<file path="config.mk">
export PLATFORM = sky130hd
export DESIGN_NAME = oled_init_sequencer
export DESIGN_NICKNAME = d
export VERILOG_FILES = /design/src/rtl/oled_pkg.sv /design/src/rtl/oled_init_rom.sv /design/src/rtl/oled_init_sequencer.sv
export SDC_FILE = /design/constraint.sdc
export NUM_CORES = 1
export LEC_CHECK = 0
export ABC_AREA = 1
export BUFFER_PORTS_ARGS = -buffer_cell sky130_fd_sc_hd__buf_2
export CORE_MARGIN = 5
export CORE_UTILIZATION = 47
export DETAILED_ROUTE_END_ITERATION = 10
export PLACE_DENSITY = 0.66
export SLEW_MARGIN = 10
export SYNTH_ARGS = -nofsm -noshare
export SYNTH_HDL_FRONTEND = slang
export SYNTH_SLANG_ARGS = --single-unit
</file>
<file path="constraint.sdc">
create_clock -name CLK -period 6.29 [get_ports CLK]
set_input_delay 0.3145 -clock CLK [delete_from_list [all_inputs] [get_ports CLK]]
set_output_delay 0.3145 -clock CLK [all_outputs]
set_load 0.02 [all_outputs]
</file>
<file path="src/rtl/oled_pkg.sv">
// Shared state encodings and protocol constants for the SSD1306 bring-up sequencer.
// The CLR_* states exist only when OLED_CLEAR_EN is defined.
package oled_pkg;

    typedef enum logic [3:0] {
        IDLE      = 4'd0,
        INIT_ADDR = 4'd1,
        INIT_CTRL = 4'd2,
        INIT_CMD  = 4'd3,
        WAIT_ACK  = 4'd4,
        FINISH    = 4'd5,
        FAIL      = 4'd6
`ifdef OLED_CLEAR_EN
        ,
        CLR_ADDR  = 4'd7,
        CLR_CTRL  = 4'd8,
        CLR_DATA  = 4'd9
`endif
    } state_t;

    localparam logic [7:0] OLED_ADDR_W  = 8'h78;
    localparam logic [7:0] CTRL_CMD     = 8'h00;
    localparam logic [7:0] CTRL_DATA    = 8'h40;
    localparam int         INIT_LEN     = 31;
    localparam int         GDDRAM_BYTES = 1024;

    localparam logic [4:0]  ROM_LAST  = 5'(INIT_LEN - 1);
    localparam logic [10:0] DATA_LAST = 11'(GDDRAM_BYTES - 1);

endpackage

</file>
<file path="src/rtl/oled_init_rom.sv">
// SSD1306 power-up command script as a combinational lookup; indices past the
// script return the controller's NOP command.
module oled_init_rom
    import oled_pkg::*;
(
    input  logic [4:0] idx,
    output logic [7:0] data
);

    always_comb begin
        case (idx)
            5'd0:    data = 8'hAE;
            5'd1:    data = 8'hD5;
            5'd2:    data = 8'h80;
            5'd3:    data = 8'hA8;
            5'd4:    data = 8'h3F;
            5'd5:    data = 8'hD3;
            5'd6:    data = 8'h00;
            5'd7:    data = 8'h40;
            5'd8:    data = 8'h8D;
            5'd9:    data = 8'h14;
            5'd10:   data = 8'h20;
            5'd11:   data = 8'h00;
            5'd12:   data = 8'h21;
            5'd13:   data = 8'h00;
            5'd14:   data = 8'h7F;
            5'd15:   data = 8'h22;
            5'd16:   data = 8'h00;
            5'd17:   data = 8'h07;
            5'd18:   data = 8'hA1;
            5'd19:   data = 8'hC8;
            5'd20:   data = 8'hDA;
            5'd21:   data = 8'h12;
            5'd22:   data = 8'h81;
            5'd23:   data = 8'h7F;
            5'd24:   data = 8'hD9;
            5'd25:   data = 8'hF1;
            5'd26:   data = 8'hDB;
            5'd27:   data = 8'h40;
            5'd28:   data = 8'hA4;
            5'd29:   data = 8'hA6;
            5'd30:   data = 8'hAF;
            default: data = 8'hE3;
        endcase
    end

endmodule

</file>
<file path="src/rtl/oled_init_sequencer.sv">
// Drives a byte-level I2C master through the SSD1306 init write, with whole-transaction
// retry on NACK. Define OLED_CLEAR_EN to append a full GDDRAM clear transaction.
module oled_init_sequencer
    import oled_pkg::*;
#(
    parameter int RETRY_MAX = 3
)
(
    input  logic       CLK,
    input  logic       NRST,
    input  logic       go,
    output logic       tx_valid,
    input  logic       tx_ready,
    output logic [7:0] tx_byte,
    output logic       tx_start,
    output logic       tx_stop,
    input  logic       ack_valid,
    input  logic       ack_nack,
    output logic       busy,
    output logic       done,
    output logic       error
);

    state_t      state, state_next;
    state_t      ret_state, ret_next;
    logic [4:0]  rom_idx, rom_idx_next;
    logic [3:0]  retry_cnt, retry_next;
    logic        done_next, error_next;
    logic [7:0]  rom_byte;
`ifdef OLED_CLEAR_EN
    logic [10:0] data_cnt, data_cnt_next;
`endif

    oled_init_rom u_rom (
        .idx  (rom_idx),
        .data (rom_byte)
    );

    // NOTE: sequential state uses non-blocking assignments so every register samples
    // the same pre-edge values regardless of statement order.
    always_ff @(posedge CLK) begin
        if (!NRST) begin
            state     <= IDLE;
            ret_state <= IDLE;
            rom_idx   <= '0;
            retry_cnt <= '0;
            done      <= 1'b0;
            error     <= 1'b0;
`ifdef OLED_CLEAR_EN
            data_cnt  <= '0;
`endif
        end else begin
            state     <= state_next;
            ret_state <= ret_next;
            rom_idx   <= rom_idx_next;
            retry_cnt <= retry_next;
            done      <= done_next;
            error     <= error_next;
`ifdef OLED_CLEAR_EN
            data_cnt  <= data_cnt_next;
`endif
        end
    end

    always_comb begin
        // NOTE: every variable written below gets a default first, so no path infers a latch.
        state_next    = state;
        ret_next      = ret_state;
        rom_idx_next  = rom_idx;
        retry_next    = retry_cnt;
        done_next     = done;
        error_next    = error;
`ifdef OLED_CLEAR_EN
        data_cnt_next = data_cnt;
`endif
        tx_valid = 1'b0;
        tx_byte  = 8'h00;
        tx_start = 1'b0;
        tx_stop  = 1'b0;
        busy     = (state != IDLE) && (state != FINISH) && (state != FAIL);

        case (state)
            IDLE, FINISH, FAIL: begin
                state_next = IDLE;
                if (go) begin
                    state_next   = INIT_ADDR;
                    rom_idx_next = '0;
                    retry_next   = '0;
                    done_next    = 1'b0;
                    error_next   = 1'b0;
                end
            end

            INIT_ADDR, INIT_CTRL, INIT_CMD: begin
                tx_valid = 1'b1;
                tx_start = (state == INIT_ADDR);
                tx_stop  = (state == INIT_CMD) && (rom_idx == ROM_LAST);
                tx_byte  = (state == INIT_ADDR) ? OLED_ADDR_W :
                           (state == INIT_CTRL) ? CTRL_CMD : rom_byte;
                if (tx_ready) begin
                    ret_next   = state;
                    state_next = WAIT_ACK;
                end
            end

`ifdef OLED_CLEAR_EN
            CLR_ADDR, CLR_CTRL, CLR_DATA: begin
                tx_valid = 1'b1;
                tx_start = (state == CLR_ADDR);
                tx_stop  = (state == CLR_DATA) && (data_cnt == DATA_LAST);
                tx_byte  = (state == CLR_ADDR) ? OLED_ADDR_W :
                           (state == CLR_CTRL) ? CTRL_DATA : 8'h00;
                if (tx_ready) begin
                    ret_next   = state;
                    state_next = WAIT_ACK;
                end
            end
`endif

            WAIT_ACK: begin
                if (ack_valid && ack_nack) begin
                    // The master has already sent STOP; restart the current transaction from its address byte.
                    if (retry_cnt < 4'(RETRY_MAX)) begin
                        retry_next   = retry_cnt + 4'd1;
                        rom_idx_next = '0;
                        state_next   = INIT_ADDR;
`ifdef OLED_CLEAR_EN
                        data_cnt_next = '0;
                        if ((ret_state == CLR_ADDR) || (ret_state == CLR_CTRL) || (ret_state == CLR_DATA))
                            state_next = CLR_ADDR;
`endif
                    end else begin
                        state_next = FAIL;
                        error_next = 1'b1;
                    end
                end else if (ack_valid) begin
                    case (ret_state)
                        INIT_ADDR: state_next = INIT_CTRL;
                        INIT_CTRL: state_next = INIT_CMD;
                        INIT_CMD: begin
                            if (rom_idx == ROM_LAST) begin
`ifdef OLED_CLEAR_EN
                                state_next    = CLR_ADDR;
                                retry_next    = '0;
                                data_cnt_next = '0;
`else
                                state_next = FINISH;
                                done_next  = 1'b1;
`endif
                            end else begin
                                rom_idx_next = rom_idx + 5'd1;
                                state_next   = INIT_CMD;
                            end
                        end
`ifdef OLED_CLEAR_EN
                        CLR_ADDR: state_next = CLR_CTRL;
                        CLR_CTRL: state_next = CLR_DATA;
                        CLR_DATA: begin
                            if (data_cnt == DATA_LAST) begin
                                state_next = FINISH;
                                done_next  = 1'b1;
                            end else begin
                                data_cnt_next = data_cnt + 11'd1;
                                state_next    = CLR_DATA;
                            end
                        end
`endif
                        default: state_next = IDLE;
                    endcase
                end
            end

            default: state_next = IDLE;
        endcase
    end

endmodule

</file>
[After elaboration in Yosys (flattened, before gate mapping)]
Memories as Yosys holds them, arrays and structs flattened. A register that Yosys moved wholly into a read port is not among the register bits.
Index checks and enable logic that the tools add are counted.
Word-level totals
  output and inout port bits: 14
  bits of input ports: 6
  logic and storage cells: 86
  memories kept: 1
  memory bits (read-only): 256
  bits in registers: 19
Memories
  (name not given): words 32, bits a word 8, read ports 1, clocked after memory_dff 1, wr ports 0, RTL line oled_init_rom.sv:11  | case (idx)
Operators by class
  add/subtract/negate cells: 2
  mux-type cells: 36
  equal/unequal tests: 25
  reduce and logical (&&, ||, !) cells: 15
  order comparisons: 1
Operator list (count)
  $mux W5: 8
  $mux W4: 6
  $mux W8: 3
  $ne A2 B2 Y1 const B: 9
  $eq A4 B2 Y1 const B: 4
  $eq A4 B3 Y1 const B: 3
  $ne A3 B3 Y1 const B: 4
  $pmux W4 S3: 1
  $reduce_and A6 Y1: 2
  $mux W1: 11
  $pmux W5 S2: 1
  $pmux W3 S3: 1
  $eq A4 B1 Y1 const B: 2
  $ne A4 B3 Y1 const B: 2
  $pmux W4 S2: 1
  $reduce_and A4 Y1: 2
  $mux W3: 2
  $reduce_or A3 Y1: 2
  $add A5 B1 Y5 const B: 1
  $eq A5 B5 Y1 const B: 1
  $add A4 B1 Y4 const B: 1
  $logic_and A1 B1 Y1: 4
  $logic_not A4 Y1: 1
  $lt A4 B2 Y1 const B: 1
  4 further kinds: 6

[Logic depth before layout (Yosys ltp)]
  depth in word-level cells: 8
  depth in mapped cells: 19
  depth with buffers taken out: 19

[Modules after synthesis]
Synthesis repeated with hierarchy kept, for this count alone.
Unflattened totals
  cells, all modules: 273
  area total of the unflattened synthesis: 1659.1 sq um
By module, submodules not included
  oled_init_sequencer: cells each 162, instances 1, area an instance 1061.0 sq um, seq. area each 340.3 sq um
  oled_init_rom: cells each 111, instances 1, area an instance 598.1 sq um, seq. area each 0.0 sq um

[Worst setup path before layout]
Ideal clock, no wire load.
  path type: flip-flop to flip-flop
  start: register rom_idx[0]
  end: register, netlist name u_rom.data[3]
  setup slack: 3970 ps
  data arrival time: 2208 ps
  buffers on the path: 0
  stages on the path, launching flop included: 19
  cells stage by stage: dfxtp_1 > inv_1 > ha_1 > nand4_1 > nand2_1 > nand2_1 > nand3_1 > nor2_2 > nand2_1 > nand2_1 > nand2_1 > inv_1 > ha_1 > inv_1 > nand3_1 > nand3_1 > nand2_1 > nand2_1 > nand2_1
Between the ends
  cells in the longest elaborated chain, start to end: 8
Ends and longest elaborated chain
  start, declared: RTL line oled_init_sequencer.sv:26  | logic [4:0] rom_idx, rom_idx_next;
  start signal, assigned: RTL line oled_init_sequencer.sv:55  | rom_idx <= rom_idx_next;
  $add A5 B1 Y5: RTL line oled_init_sequencer.sv:151  | rom_idx_next = rom_idx + 5'd1;
  $mux W5: RTL line oled_init_sequencer.sv:141  | if (rom_idx == ROM_LAST) begin
  $mux W5: RTL line oled_init_sequencer.sv:137  | case (ret_state)
  $mux W5: RTL line oled_init_sequencer.sv:136  | end else if (ack_valid) begin
  $mux W5: RTL line oled_init_sequencer.sv:121  | if (ack_valid && ack_nack) begin
  $pmux W5 S2: RTL line oled_init_sequencer.sv:82  | case (state)
  $mux W5 (no source line) (*) (2 in a row)
Mark *: on every way between the ends. The rest lies on a longest branch, timed or not. The select of a mux whose other input is x is not followed.
A chain may end at the register's enable or synchronous reset.

[Final worst setup path]
  start: register rom_idx[0]
  end: register, netlist name u_rom.data[5]
Between the ends
  cells in the longest elaborated chain, start to end: 8
Ends and longest elaborated chain (RTL line)
  $add A5 B1 Y5: oled_init_sequencer.sv:151
  $mux W5: oled_init_sequencer.sv:141
  $mux W5: oled_init_sequencer.sv:137
  $mux W5: oled_init_sequencer.sv:136
  $mux W5: oled_init_sequencer.sv:121
  $pmux W5 S2: oled_init_sequencer.sv:82
  $mux W5 (no source line) (*) (2 in a row)
Marked as above.

==> flow_results.org <==
** Layout
- Relative to the synthesized area, the layout overhead comes to 8.456%.
- Util after Layout :: about 54%
- Sequential cell area :: between 500 and 600 um^2
- Highest-count cells in the layout ignoring fill and taps :: sky130_fd_sc_hd__nand2_1 (105), sky130_fd_sc_hd__nor2_1 (39), sky130_fd_sc_hd__inv_1 (35)
- Fill cells in the final layout number between 400 and 500.
- The finished layout holds approximately 370 standard cells, fillers aside.
- The repair_antennas step left the layout with diodes totalling 0.
- Final nets :: approximately 340
- The library cell used most frequently in the layout, excluding fill and tap cells, is sky130_fd_sc_hd__nand2_1.
- Area of the multi-input gates :: ~0.0012 mm^2
- Share of final-layout standard cells stronger than drive strength 1 :: around 15%

** STA
- Max transition margin :: a little under three quarters
- The final number of max-transition violations came to 0.
- Time the worst path needs with I/O delays and setup :: 2.666 ns
- Setup total negative slack :: 0 ns
- Across all hold checks on the routed design, the worst slack comes to roughly 0.36 ns.
- Slew at the pin closest to its max-slew limit :: about 0.43 ns
- RSZ-0062 raised after global routing :: false
- Setup Skew :: around 0.011 ns
- Setup ws final :: between 3 and 4 ns
- Peak Freq :: between 0.3 and 0.4 GHz
- Dividing the final minimum period by the clock period gives a little over two fifths.
- Hold Violations, Final :: 0
- Count of final setup violators :: 0

** Worst setup path
- Worst Reg-to-Reg Cells :: 18
- Crit path buffers/inverters :: 2
- Worst setup path class :: register to register
- Among cell families on the critical path, the largest total delay comes from simple AND/OR/NAND/NOR gates.
- Delay of the slowest cell on the worst path :: 0.40 ns
- R2r endpoint :: u_rom.data[5]
- In this run the worst path has a maximum fanout of 7.
- Worst path most repeated cell :: sky130_fd_sc_hd__nand2_1
- Critical Path AT :: approximately 2.8 ns
- For this design, the slowest cell found on the critical path is sky130_fd_sc_hd__dfxtp_1.
- For flop-to-flop paths, the worst setup slack is 3.62 ns.
- Kind of start point of the critical path :: register
- Source of the worst register-to-register timing path :: rom_idx[0]
- Walking the worst path, the cells encountered are inv_1 -> ha_1 -> nand4_1 -> nand2_1 -> nand2_1 -> nand3_1 -> nor2_2 -> nand2_1 -> nand2_1 -> nand2_1 -> inv_1 -> ha_1 -> nand2_1 -> nand2_1 -> nand2_1 -> nand2_1 -> nand2_1 -> nand2_1.
- Data required time of the worst path :: 6.45 ns
- The worst setup path is captured at a register.

** Clock network
- Post-cts repair resize count :: 0
- In this run the post-CTS setup repair buffer count came out at 0.
- In this run the deepest clock path goes through 2 buffers.
- The number of clock buffers added by TritonCTS is 3.
- In this run the number of H-tree levels came out at 1.
- The tree is rooted in a sky130_fd_sc_hd__clkbuf_8.
- Post-CTS clock slew at the launch and capture registers of the worst setup and hold paths :: approximately 0.09 ns
- The clock net in this run drives a total of 25 sinks.
- TritonCTS built the clock tree.
- The number of hold buffers added after CTS was 0.
- Clock network latency to the later pin of the worst-skew pair :: 0.27 ns

** Logic synthesis
- Post-synthesis sequential element count :: 25
- The number of nets handed over by synthesis was 320.
- The synthesized netlist occupies a cell area of about 0.0019 mm^2.
- Cell count after synthesis :: 304
- Ranking of synthesized cells by area :: sky130_fd_sc_hd__dfxtp_1 (27%), sky130_fd_sc_hd__nand2_1 (21%), sky130_fd_sc_hd__nor2_1 (7.9%), sky130_fd_sc_hd__nand3_1 (7.8%), sky130_fd_sc_hd__inv_1 (7.0%)
- Count of different cell masters after synthesis :: 28
- A synthesized cell averages 6.133 um^2.
- The Yosys step of the flow raised 0 warnings.
- Share of the synthesized area in the top cell type :: roughly 27%
- Sequential cell area fraction in the yosys report :: a little over a quarter
- Of all cell types, the one taking the most synthesized area is sky130_fd_sc_hd__dfxtp_1.

** Detailed routing
- The first routing iteration left approximately 110 violations.
- Number of optimization iterations in the first detailed-route pass :: 4
- The count of nets left with antenna violations once routing finished came out at 0.
- After detailed routing, the total wire length is 4417 um.
- The final route contains between 1,500 and 2,000 vias.
- Number of vias per cell :: 4.954
- DRC Markers :: 0
- Dividing the detail-routed wire length by the instance count gives about 12 um.

** Global route
- Entering global routing, the biggest net connects 20 pins.
- Antenna violations before repair :: 0
- The first global-routing pass estimated around 8000 um of wire.
- For this run, the total global-route usage over all layers was measured as approximately 18%.
- Global route total overflow :: 0
- Number of global-route vias before repair :: about 1,700

** Floorplan
- Effective utilization at floorplan :: between 40% and 50%
- For this design the top-level I/O count stands at 20.
- In this run the horizontal extent of the chip is about 73 um.
- Core footprint :: between 0.003 and 0.004 mm^2
- The die covers ~0.0053 mm^2.
- Overall die height :: ~73 um
- The floorplan has 22 rows.

** Worst hold path
- Hold_sp :: tx_ready
- Kind of path behind the tightest hold check :: input port to register
- Cell depth of the worst hold path :: 3
- Hold-critical path endpoint :: ret_state[0]

** Power and ir drop
- IR analysis of the VDD net gives a maximum drop of 0.0002365 V.
- For this design the static power due to leakage is ~1.1 nW.
- PD cells :: 519.1 mW/mm^2

** Run
- The tool flagged a number of max-cap violations equal to 0.

** Placement
- Post-placement cell count :: around 370
- Detailed placement finished with a half-perimeter wire length of 3332 um.
- GP Congestion :: 0.9507
- Worst slack at placement :: between 3 and 4 ns
- Buffers on Ports :: 19

** Status
- Outcome :: finished, final reports clean
## per-layer routing
layer | wire (um) | GRT usage (%) | vias to the layer above
met1 | 2211 | 26.08 | 801
li1 | - | - | 983
met4 | 22 | 3.074 | 0
met5 | 0 | 0 | -
met2 | 1958 | 28.80 | 42
met3 | 224 | 1.791 | 2
## kinds of logic after synthesis
group / Yosys count / synth area share (%)
simple gates: 192 / 46.31
buf+inv: 48 / 10.74
compound gates: 27 / 8.456
flops: 25 / 26.85
fa+ha+maj: 10 / 6.711
xor+xnor: 2 / 0.9398
## synth_stat cells (all sizes together)
cell type and n:
a211oi 1, nand2 110, o211ai 4, nor2 45, a21oi 11, dfxtp 25
o21ai 9, nand3 35, nand4 1, clkbuf 2, xnor2 1, xor2 1
inv 42, buf 4, nor3 1, a31oi 2, ha 10
## final cells by class
type                       instances  area share [%]
clock buffer                       4           2.228
inverter                          42           7.797
multi-input combinational        231           57.55
sequential                        25           24.75
tap                               48           2.970
timing repair buffer              19           4.703
## flip-flops by register name, summed over array words and instances (netlist names)
register	cells
ret_state	3
state	3
retry_cnt	4
u_rom.data	8
error	1
rom_idx	5
done	1
## through the flow
stage / power, mW / cell area, um^2
6_report: 1.050 / 2022
5_1_grt: 1.170 / 2022
4_1_cts: 1.052 / 2022
3_5_place_dp: 0.9521 / 1977
3_3_place_gp: 0.9524 / 1977
2_1_floorplan: 0.8227 / 1864
## worst register-to-register path, cell delays in order (launching register included)
cell and delay (ns):
sky130_fd_sc_hd__dfxtp_1 0.40, sky130_fd_sc_hd__inv_1 0.08, sky130_fd_sc_hd__ha_1 0.19, sky130_fd_sc_hd__nand4_1 0.20, sky130_fd_sc_hd__nand2_1 0.10, sky130_fd_sc_hd__nand2_1 0.13, sky130_fd_sc_hd__nand3_1 0.10, sky130_fd_sc_hd__nor2_2 0.15
sky130_fd_sc_hd__nand2_1 0.07, sky130_fd_sc_hd__nand2_1 0.09, sky130_fd_sc_hd__nand2_1 0.17, sky130_fd_sc_hd__inv_1 0.21, sky130_fd_sc_hd__ha_1 0.27, sky130_fd_sc_hd__nand2_1 0.10, sky130_fd_sc_hd__nand2_1 0.07, sky130_fd_sc_hd__nand2_1 0.08
sky130_fd_sc_hd__nand2_1 0.07, sky130_fd_sc_hd__nand2_1 0.05, sky130_fd_sc_hd__nand2_1 0.05
## power by group
| part | switching, mW | internal (mW) |
|---|---|---|
| combinational | 0.471 | 0.222 |
| sequential | 0.0465 | 0.215 |
| clock | 0.0508 | 0.0452 |
| total | 0.568 | 0.482 |
## how the worst max path moves through the flow
stage	endpoint	slack (ns)	cells past startpoint	from
2_1_floorplan	u_rom.data[3]	3.97	18	rom_idx[0]
3_5_place_dp	u_rom.data[6]	3.69	18	rom_idx[0]
3_3_place_gp	u_rom.data[4]	3.79	16	state[0]
5_1_grt	u_rom.data[3]	3.35	18	rom_idx[0]
4_1_cts	u_rom.data[6]	3.65	18	rom_idx[0]
6_report	u_rom.data[5]	3.62	18	rom_idx[0]
Note: power is estimated with default switching activity, not from simulation.
